===== config.mk =====
export PLATFORM = sky130hd
export DESIGN_NAME = hamming_codec
export DESIGN_NICKNAME = d
export VERILOG_FILES = /design/src/rtl/hamming_codec.sv
export SDC_FILE = /design/constraint.sdc
export NUM_CORES = 1
export LEC_CHECK = 0
export ABC_AREA = 0
export BUFFER_PORTS_ARGS = -buffer_cell sky130_fd_sc_hd__buf_2
export CAP_MARGIN = 5
export CORE_ASPECT_RATIO = 0.8
export CORE_MARGIN = 2
export CORE_UTILIZATION = 47
export DETAILED_ROUTE_END_ITERATION = 16
export GPL_ROUTABILITY_DRIVEN = 0
export PLACE_DENSITY = 0.77
export SYNTH_ARGS = -nofsm -noshare
export SYNTH_HDL_FRONTEND = slang
export SYNTH_SLANG_ARGS = --single-unit

===== constraint.sdc =====
create_clock -name clk -period 3.8 [get_ports clk]
set_clock_uncertainty 0.05 [all_clocks]
set_input_delay 0.38 -clock clk [delete_from_list [all_inputs] [get_ports clk]]
set_output_delay 0.38 -clock clk [all_outputs]
set_load 0.01 [all_outputs]

===== src/rtl/hamming_codec.sv =====
// Single-cycle Hamming SEC encoder/decoder with a valid/ready output register.
// Define HAMMING_ERR_CNT_EN to build the saturating corrected/uncorrectable error counters.
module hamming_codec #(
    parameter int DATA_W = 8,
    localparam int PAR_W = (DATA_W <= 4) ? 3 : (DATA_W <= 11) ? 4 : (DATA_W <= 26) ? 5 : 6,
    localparam int CODE_W = DATA_W + PAR_W
) (
    input  logic              clk,
    input  logic              rst,
    input  logic              in_valid,
    output logic              in_ready,
    input  logic              in_mode,
    input  logic [CODE_W-1:0] in_data,
    output logic              out_valid,
    input  logic              out_ready,
    output logic [CODE_W-1:0] out_data,
    output logic              out_err_corr,
    output logic              out_err_uncorr,
    output logic [PAR_W-1:0]  out_syndrome,
    input  logic              cnt_clr,
    output logic [15:0]       corr_cnt,
    output logic [15:0]       uncorr_cnt
);

    function automatic logic is_par_pos(input int pos);
        return (pos & (pos - 1)) == 0;
    endfunction

    function automatic logic [PAR_W-1:0] syndrome_of(input logic [CODE_W-1:0] cw);
        logic [PAR_W-1:0] s;
        s = '0;
        for (int i = 0; i < CODE_W; i++)
            if (cw[i]) s = s ^ PAR_W'(i + 1);
        return s;
    endfunction

    function automatic logic [CODE_W-1:0] scatter(input logic [DATA_W-1:0] d);
        logic [CODE_W-1:0] cw;
        int j;
        cw = '0;
        j = 0;
        for (int i = 0; i < CODE_W; i++) begin
            if (!is_par_pos(i + 1)) begin
                cw[i] = d[j];
                j++;
            end
        end
        return cw;
    endfunction

    function automatic logic [DATA_W-1:0] extract(input logic [CODE_W-1:0] cw);
        logic [DATA_W-1:0] d;
        int j;
        d = '0;
        j = 0;
        for (int i = 0; i < CODE_W; i++) begin
            if (!is_par_pos(i + 1)) begin
                d[j] = cw[i];
                j++;
            end
        end
        return d;
    endfunction

    logic              accept;
    logic [CODE_W-1:0] code_enc;
    logic [PAR_W-1:0]  syn_enc;
    logic [PAR_W-1:0]  syn_dec;
    logic [CODE_W-1:0] fixed;
    logic              dec_corr;
    logic              dec_uncorr;
    logic [CODE_W-1:0] nxt_data;
    logic [PAR_W-1:0]  nxt_syn;
    logic              nxt_corr;
    logic              nxt_uncorr;

    assign in_ready = !out_valid || out_ready;
    assign accept   = in_valid && in_ready;

    always_comb begin
        // Parity slots are zero in the scattered word, so its syndrome is exactly the parity vector.
        code_enc = scatter(in_data[DATA_W-1:0]);
        syn_enc  = syndrome_of(code_enc);
        for (int k = 0; k < PAR_W; k++)
            code_enc[(1 << k) - 1] = syn_enc[k];

        syn_dec    = syndrome_of(in_data);
        fixed      = in_data;
        dec_corr   = 1'b0;
        dec_uncorr = 1'b0;
        if (syn_dec != '0) begin
            if (int'(syn_dec) <= CODE_W) begin
                fixed[int'(syn_dec) - 1] = ~in_data[int'(syn_dec) - 1];
                dec_corr = 1'b1;
            end else begin
                dec_uncorr = 1'b1;
            end
        end

        if (in_mode) begin
            nxt_data   = CODE_W'(extract(fixed));
            nxt_syn    = syn_dec;
            nxt_corr   = dec_corr;
            nxt_uncorr = dec_uncorr;
        end else begin
            nxt_data   = code_enc;
            nxt_syn    = '0;
            nxt_corr   = 1'b0;
            nxt_uncorr = 1'b0;
        end
    end

    always_ff @(posedge clk or posedge rst) begin
        if (rst) begin
            out_valid      <= 1'b0;
            out_data       <= '0;
            out_err_corr   <= 1'b0;
            out_err_uncorr <= 1'b0;
            out_syndrome   <= '0;
        end else if (accept) begin
            out_valid      <= 1'b1;
            out_data       <= nxt_data;
            out_err_corr   <= nxt_corr;
            out_err_uncorr <= nxt_uncorr;
            out_syndrome   <= nxt_syn;
        end else if (out_ready) begin
            out_valid <= 1'b0;
        end
    end

`ifdef HAMMING_ERR_CNT_EN
    always_ff @(posedge clk or posedge rst) begin
        if (rst) begin
            corr_cnt   <= '0;
            uncorr_cnt <= '0;
        end else if (cnt_clr) begin
            corr_cnt   <= '0;
            uncorr_cnt <= '0;
        end else if (accept && in_mode) begin
            if (dec_corr && corr_cnt != 16'hFFFF)
                corr_cnt <= corr_cnt + 16'd1;
            if (dec_uncorr && uncorr_cnt != 16'hFFFF)
                uncorr_cnt <= uncorr_cnt + 16'd1;
        end
    end
`else
    logic unused_cnt_clr;
    assign unused_cnt_clr = cnt_clr;
    assign corr_cnt       = '0;
    assign uncorr_cnt     = '0;
`endif

endmodule


; After elaboration in Yosys (flattened, before gate mapping)
; Cells that the tools add are included.
[classes]
n_addsub = 7
n_mux = 73
reduce_logical = 13
order_cmp = 17
n_bitwise = 19
[ops]
columns = operator, count
row1 = $ge 32x1->1 const B, 7
row2 = $lt 32x5->1 const B, 7
row3 = $mux 32, 7
row4 = $add 32x2->32 const B, 6
row5 = $bwmux 8, 7
row6 = $mux 8, 6
row7 = $mux 4, 10
row8 = $mux 12, 3
row9 = $demux 1 s3, 7
row10 = $mux 3, 7
row11 = $mux 1, 20
row12 = $not 2->2, 9
row13 = $bwmux 12, 1
row14 = $not 3->3, 4
row15 = $logic_and 1x1->1, 9
row16 = $lt 5x6->1 const B, 1
row17 = $mux 2, 3
row18 = $ge 5x1->1 const B, 1
row19 = $sub 4x1->5 const B, 1
row20 = $bmux 1 s4, 1
row21 = $demux 1 s4, 1
row22 = $le 4x4->1 const B, 1
row23 = $not 1->2, 2
row24 = $reduce_bool 4->1, 1
row25 = 5 further kinds, 7
[totals]
register_bits = 19
output_inout_bits = 52
in_bits = 18
wordCells = 134

; Logic depth before layout (Yosys ltp)
; Gate-level depths: netlist of the first run.
[logic_depth]
word_depth = 43
depth_mapped = 10
depth_no_buf = 9

; Worst setup path after synthesis of the first run
; OpenSTA, ideal clock, no wires.
[synth_path]
path_type = in2reg
from = input port in_data[6]
to = register out_data[6]
n_path_buf = 1
setup_time_ps = 68
cell_stages = 10
arrival_ps = 2658
path_slack_ps = 1024
required_ps = 3682
path_cell_list = buf_4 > xnor2_2 > xor3_2 > ha_1 > nand2b_1 > nand2b_1 > and3_1 > a2111oi_2 > and4_1 > a311o_1
[synth_between]
elab_chain_cells = 30
elab_cells_between_ends = 39
classes_between = add/sub (1) / order compare (3) / mux (28) / bitwise (5) / reduce/logical (2)
[synth_rtl]
columns = element, line
row1 = start: declaration, 13  ; input logic [CODE_W-1:0] in_data,
row2 = $mux 3, 33  ; if (cw[i]) s = s ^ PAR_W'(i + 1);
row3 = $mux 4, 33
row4 = $not 2->2 (no source line) / $mux 4 (equally long branches), n/a
row5 = $mux 4 / $not 2->2 (equally long branches), n/a
row6 = $mux 4, 33
row7 = $not 3->3 (no source line), n/a
row8 = $mux 4 (2 in a row), 33
row9 = $sub 4x1->5, 93  ; fixed[int'(syn_dec) - 1] = ~in_data[int'(syn_dec) - 1];
row10 = [... 13 more ...], n/a
row11 = $bwmux 8, 58  ; d[j] = cw[i];
row12 = $mux 8, 100  ; if (in_mode) begin
row13 = $bwmux 8, 58
row14 = $mux 8, 100
row15 = $bwmux 8, 58
row16 = $mux 8, 100
row17 = $bwmux 8 *, 58
row18 = $mux 12 *, 100
row19 = end signal: assignment, 122  ; out_data <= nxt_data;
row20 = end: declaration, 16  ; output logic [CODE_W-1:0] out_data,
; Mark *: on every way between the ends. The rest lies on a longest branch, timed or not. The select of a mux whose other input is x is not followed.
; A chain may end at the register's enable or synchronous reset.

; Worst setup path in the final report of the first run
[layout_path]
from = input port in_data[10]
to = register out_data[6]
[layout_between]
elab_chain_cells = 25
elab_cells_between_ends = 32
classes_between = add/sub (1) / order compare (3) / mux (24) / bitwise (2) / reduce/logical (2)
[layout_rtl]
columns = element, line
row1 = $mux 4, 33
row2 = $not 2->2 (no source line), n/a
row3 = $mux 4, 33
row4 = $sub 4x1->5, 93
row5 = $lt 5x6->1 (implied by the code) (tied with other cells), 93
row6 = $logic_and 1x1->1 (implied by the code) / $mux 1 (equally long branches), 93
row7 = $mux 1 (implied by the code), 93
row8 = $demux 1 s4 / $not 1->1 (equally long branches), 93
row9 = [... 9 more ...], n/a
row10 = $bwmux 8, 58
row11 = $mux 8, 100
row12 = $bwmux 8, 58
row13 = $mux 8, 100
row14 = $bwmux 8, 58
row15 = $mux 8, 100
row16 = $bwmux 8 *, 58
row17 = $mux 12 *, 100
; Marks and branches as above.

==> results of run 1 <==
[cell usage in the layout (no fill, tap or decap), types with 4 or more instances in the layout]
| cell | count |
|---|---|
| mux2i_1 | 5 |
| xnor3_1 | 4 |
| buf_2 | 36 |
| a21oi_1 | 10 |
| xnor2_1 | 15 |
| nand3_1 | 5 |
| o21ai_0 | 11 |
| conb_1 | 32 |
| nand2b_1 | 4 |
| nand2_1 | 25 |
| nor2_1 | 12 |
| dfrtp_1 | 19 |
[flip-flops by register name (all words and copies together), names as in the netlist]
register,flops
out_data,12
out_syndrome,4
out_err_corr,1
out_err_uncorr,1
out_valid,1
[through the flow]
step | hold slack (ps) | util | power, µW | setup WS (ps) | std cells
CTS | 204 | 0.519 | 794 | 847 | 293
detailed placement | 416 | 0.507 | 653 | 602 | 289
global route | 255 | 0.519 | 852 | 663 | 293
global placement | 411 | 0.507 | 643 | 674 | 289
finish | 182 | 0.519 | 790 | 842 | 293
floorplan | 281 | - | 579 | 1020 | 243
[cells by family (layout without fill, tap and decap cells)]
family / Yosys count / after routing / share of synthesized area
other: 1 / 32 / 0.00201
buffers and inverters: 50 / 45 / 0.174
flip-flops: 19 / 19 / 0.255
multiplexers: 8 / 8 / 0.0449
AND/OR/NAND/NOR: 63 / 63 / 0.166
AO/OA/AOI/OAI: 40 / 40 / 0.141
XOR/XNOR: 28 / 28 / 0.198
adder cells (fa/ha/maj): 3 / 3 / 0.0188
[area by class of cell]
cell class              instances  area [µm²]  area share
clock buffers                   3        41.3      0.0209
clock inverters                 1        5.00     0.00254
inverters                       5        20.0      0.0101
multi-input cells             174        1180       0.599
flip-flops and latches         19         475       0.241
well taps                      55        68.8      0.0349
repair buffers                 36         180      0.0913
[critical path, cell delays in order]
cell and delay, ps:
buf_2 230, xor2_2 240, xnor3_2 560, ha_1 460
nand2b_1 170, nand2b_1 60, and3_1 180, a2111oi_2 420
and4_1 270, a311o_1 120
[worst paths after layout]
| check | startpoint | endpoint | slack, ps |
|---|---|---|---|
| setup / recovery | in_data[10] | out_data[6]$_DFFE_PP0P_ | 840 |
| hold / removal | rst | out_err_uncorr$_DFFE_PP0P_ | 180 |
| setup reg to reg | out_valid$_DFFE_PP0P_ | out_data[6]$_DFFE_PP0P_ | 1690 |
| hold reg to reg | out_syndrome[2]$_DFFE_PP0P_ | out_syndrome[2]$_DFFE_PP0P_ | 430 |
| max in group asynchronous | rst | out_syndrome[3]$_DFFE_PP0P_ | 3070 |
| min in group clk | in_valid | out_valid$_DFFE_PP0P_ | 280 |
[routing by layer]
layer	routed length, µm	GRT usage	share of wire	vias up
met3	233	0.0415	0.060	7
met1	1870	0.271	0.48	675
met2	1780	0.291	0.46	52
li1	-	-	-	721
met4	23	0.0230	0.0059	0
met5	0	0	0	-
[power by group]
group,total [µW],internal [µW],switching [µW],leakage (µW)
Sequential,256,238,18.0,0.000233
Combinational,395,166,229,0.000711
Clock,139,72.9,66.3,0.0000255
==> out/metrics.yaml, run 1 <==
clk_latency_ps: 250
synth.area.top_cells: "dfrtp_1 (25%), buf_4 (14%), xnor2_1 (7.0%)"
worstMarginPinSlew_ps: 717
yosysSeqAreaShare: 0.255
cp_max_fo: 12
maxCapViolCount: 0
dpl.hpwl_mm: 3.05
die_w_um: 74.5
start_kind: "input pin"
clock.fmax_mhz: 338
io_buffers: 36
ctsHoldBuffers: 0
ys_types: 53
via_per_inst: 4.97
hp-class: "in -> async"
synth_flop_cell: "dfrtp_1"
htreeDepth: 1
start_util: 0.491
synth-edff-count: 0
power_leakage_uw: 0.000969
endpoint_kind: "flip-flop"
drt_iter0_drc: 95
ys_ff_latch: 19
antenna_cells: 0
rsz0062_at_grt: "no"
yosys.area.top_type: "dfrtp_1"
die-area_um2: 4500
area_growth_pct: 5.70
dr.pass1.iters: 4
antenna_left: 0
yosysWarnings: 0
power_per_cell_area_nw_per_um2: 400
rows: 20
drc_errors: 0
syn_inst: 212
synth_top_area_frac: 0.255
ios: 70
post_drt_wl_per_cell_um: 13.3
first_global_vias: 1284
grt_pass1_wl_mm: 6.31
path_class: "in -> reg"
grt_max_degree: 23
ir_drop_v: 0.000201
overflow: 0
cts_tree: "built"
syn_avg_cell_area_um2: 8.81
hold_violations: 0
nFillCells: 398
coreArea_um2: 3800
clkTransAtPathRegs_ps: 70
die_h_um: 60.4
relSlewSlack: 0.522
ff2ff_path_depth: 5
synthArstFlopShare: 1.00
synth_most_common_cell: "buf_4"
vias: 1455
tns_ps: 0
cts_max_path_buffers: 2
status: "finished, final reports clean"
postCtsSetupRepairBufs: 0
antenna_found_initial: 0
grt_usage: 0.185
place_area_um2: 1930
design_area_um2: 1970
cts_buffers: 3
cp.arrival_ps: 3100
period_share: 0.778
clock-sinks: 19
cts_root_buf: "clkbuf_8"
finalCriticalPeriod_ps: 2960
cp.required_ps: 3940
setup_viol: 0
netlist_area_um2: 1870
slew_viol_final: 0
cts_resized: 0
synth_common_cells: "buf_4 (35), nand2_1 (25), dfrtp_1 (19)"
drt_wl_total_mm: 3.91
layout-drive-gt1-share: 0.223
fin_nets: 259
Power figures use the tool's default switching activity.
==> inputs of run 2 (changes only) <==
- ABC_AREA: 0 -> 1
- clock period: 3.8 -> 3.05 ns (I/O delays scaled with it)
==> run 2 against run 1 <==
  * Register-to-register slack got worse by 390 ps
  * Power grew 18%
  * Largest power group unchanged
  * Worst hold slack got worse by 89 ps
  * Critical path depth is 8 higher
  * Area after synthesis up 2.4%
  * Cell count rose by 26%
  * Flip-flop and latch count did not move
  * Non-clock buffer count up 1
  * Largest cell class unchanged
==> out/metrics.yaml, run 2 <==
status: "finished, final reports clean"
synth.area.top_cells: "dfrtp_1 (25%), nand2_1 (15%), buf_4 (13%)"
synth-edff-count: 0  # unchanged
largest_reg_flops: 12  # unchanged
fin_ws_ps: 688  # -155 ps
yosysSeqAreaShare: 0.249  # -0.00600
via_per_inst: 4.80  # -3.4%
ir_drop_v: 0.000334  # +66%
rows: 20  # unchanged
syn_avg_cell_area_um2: 6.83  # -22%
path_class: "in -> reg"
fin_nets: 334  # +29%
drc_errors: 0  # unchanged
clock.fmax_mhz: 423
design_area_um2: 2060  # +4.4%
hold_violations: 0  # unchanged
cts_tree: "built"
nFillCells: 403  # +1.3%
antenna_left: 0  # unchanged
yosys.area.top_type: "dfrtp_1"
cp_max_fo: 9  # -3
htreeDepth: 1  # unchanged
die-area_um2: 4600  # +2.3%
synth_most_common_cell: "nand2_1"
dr.max_layer_used: "met4"
drt_wl_total_mm: 4.33  # +11%
cts_max_path_buffers: 2  # unchanged
clkTransAtPathRegs_ps: 70  # about the same
antenna_cells: 0  # unchanged
coreArea_um2: 3850  # +1.3%
netlist_area_um2: 1910  # +2.4%
cts_root_buf: "clkbuf_8"
antenna_found_initial: 0  # unchanged
final_common_cell: "nand2_1"
cp.required_ps: 3150  # -790 ps
io_buffers: 36  # unchanged
drt-met1-wl_mm: 1.96  # +4.7%
setup_viol: 0  # unchanged
clk_latency_ps: 260  # about the same
cts_buffers: 3  # unchanged
period_share: 0.775
first_global_vias: 1520  # +18%
synthArstFlopShare: 1.00  # unchanged
regMostFlops: "out_data"
grt_pass1_wl_mm: 7.02  # +11%
rsz0062_at_grt: "no"
dr.pass1.iters: 4  # unchanged
ctsHoldBuffers: 0  # unchanged
reg.largest.list: "out_data x12, out_syndrome x4"
cp.arrival_ps: 2470  # -630 ps
maxCapViolCount: 0  # unchanged
drt_iter0_drc: 100  # +5.3%
dr_wl_met3_um: 376  # +61%
final_cell_mix: "nand2_1 (78), buf_2 (36), conb_1 (32)"
place_area_um2: 2010  # +4.5%
pre_cts_ws_ps: 440  # -162 ps
die_h_um: 61.0  # +1.1%
synth_common_cells: "nand2_1 (78), buf_4 (32), inv_1 (26)"
synth_top_area_frac: 0.249  # -0.00600
cts_resized: 0  # unchanged
tns_ps: 0  # unchanged
dr_wl_met2_mm: 1.95  # +9.2%
synth_flop_cell: "dfrtp_1"
grt_max_degree: 23  # unchanged
grt_usage: 0.202  # +0.0171
hp-class: "in -> async"
slew_viol_final: 0  # unchanged
endpoint_kind: "flip-flop"
ys_types: 32  # -40%
power_leakage_uw: 0.00115  # +19%
syn_inst: 280  # +32%
ys_ff_latch: 19  # unchanged
clock-sinks: 19  # unchanged
relSlewSlack: 0.530  # +0.00795
start_util: 0.496  # +0.00531
post_drt_wl_per_cell_um: 11.8  # -12%
finalCriticalPeriod_ps: 2360
overflow: 0  # unchanged
die_w_um: 75.3  # +1.1%
start_kind: "input pin"
area_growth_pct: 7.79
postCtsSetupRepairBufs: 0  # unchanged
dpl.hpwl_mm: 3.42  # +12%
yosysWarnings: 0  # unchanged
worstMarginPinSlew_ps: 705  # -11.9 ps
power_per_cell_area_nw_per_um2: 451  # +13%
ios: 70  # unchanged
layout-drive-gt1-share: 0.227  # +0.00415
vias: 1766  # +21%
## run 2: cell count changes after synthesis, sizes merged, moves of 5 or more
cell	previous run	this run
nand2	25	93
inv	4	29
nand3	5	29
xnor2	17	8
a21oi	10	16
buf	39	33
nor2	12	18
mux2i	5	0
o31ai	0	5
xnor3	5	0
## run 2: path summary, 6_finish.rpt
path	from	end	slack, ps	depth (start not counted)
worst min-delay path	rst	out_valid$_DFFE_PP0P_	90	2
worst max-delay path	in_data[4]	out_data[3]$_DFFE_PP0P_	690	18
min in group clk	out_ready	out_valid$_DFFE_PP0P_	280	4
worst max register to register	out_valid$_DFFE_PP0P_	out_data[0]$_DFFE_PP0P_	1300	7
worst min register to register	out_data[8]$_DFFE_PP0P_	out_data[8]$_DFFE_PP0P_	430	2
max in group asynchronous	rst	out_data[9]$_DFFE_PP0P_	2410	2
## run 2: power breakdown
group          switching, µW  total (µW)  internal (µW)
clock                   86.7         178           91.0
sequential              18.6         311            292
combinational            290         440            150
## run 2: worst max-delay path: stages
cell	delay, ps
buf_2	130
inv_1	170
nand2_2	90
nand2_2	80
nand2_1	60
nand3_2	100
nand3_4	160
nand2_8	160
inv_6	50
ha_1	350
inv_1	120
nand3_1	80
o21ai_1	120
nand2_1	100
nand2_2	140
nand3_1	90
nand2_1	100
a21oi_2	60
## run 2: final cells by class
type / count / area, µm² / share of cell area
inverter: 29 / 114 / 0.0553
multi-input combinational: 224 / 1170 / 0.567
clock buffer: 3 / 41.3 / 0.0200
timing repair buffer: 37 / 188 / 0.0911
clock inverter: 1 / 5.00 / 0.00243
sequential: 19 / 475 / 0.231
tap: 55 / 68.8 / 0.0334
## run 2: stage by stage
step / util / hold WS (ps) / instances / power [µW]
2_1_floorplan: - / 206 / 311 / 664
3_3_place_gp: 0.523 / 389 / 364 / 740
3_5_place_dp: 0.523 / 396 / 364 / 749
4_1_cts: 0.535 / 115 / 368 / 931
5_1_grt: 0.535 / 190 / 368 / 1000
6_report: 0.535 / 92.2 / 368 / 929
## run 2: kinds of logic after synthesis
kind of cell,after synthesis,synth area share
AOI/OAI and AO/OA,31,0.100
xor gates and xnor gates,14,0.0779
adders and majority gates,2,0.0131
buffers and inverters,68,0.201
DFF,19,0.249
other,1,0.00196
and+or+nand+nor,145,0.357
## run 2: layer usage
| layer | track usage | vias to the layer above |
|---|---|---|
| met5 | 0 | - |
| met4 | 0.0426 | 0 |
| met3 | 0.0426 | 7 |
| met2 | 0.320 | 92 |
| met1 | 0.287 | 784 |
| li1 | - | 883 |
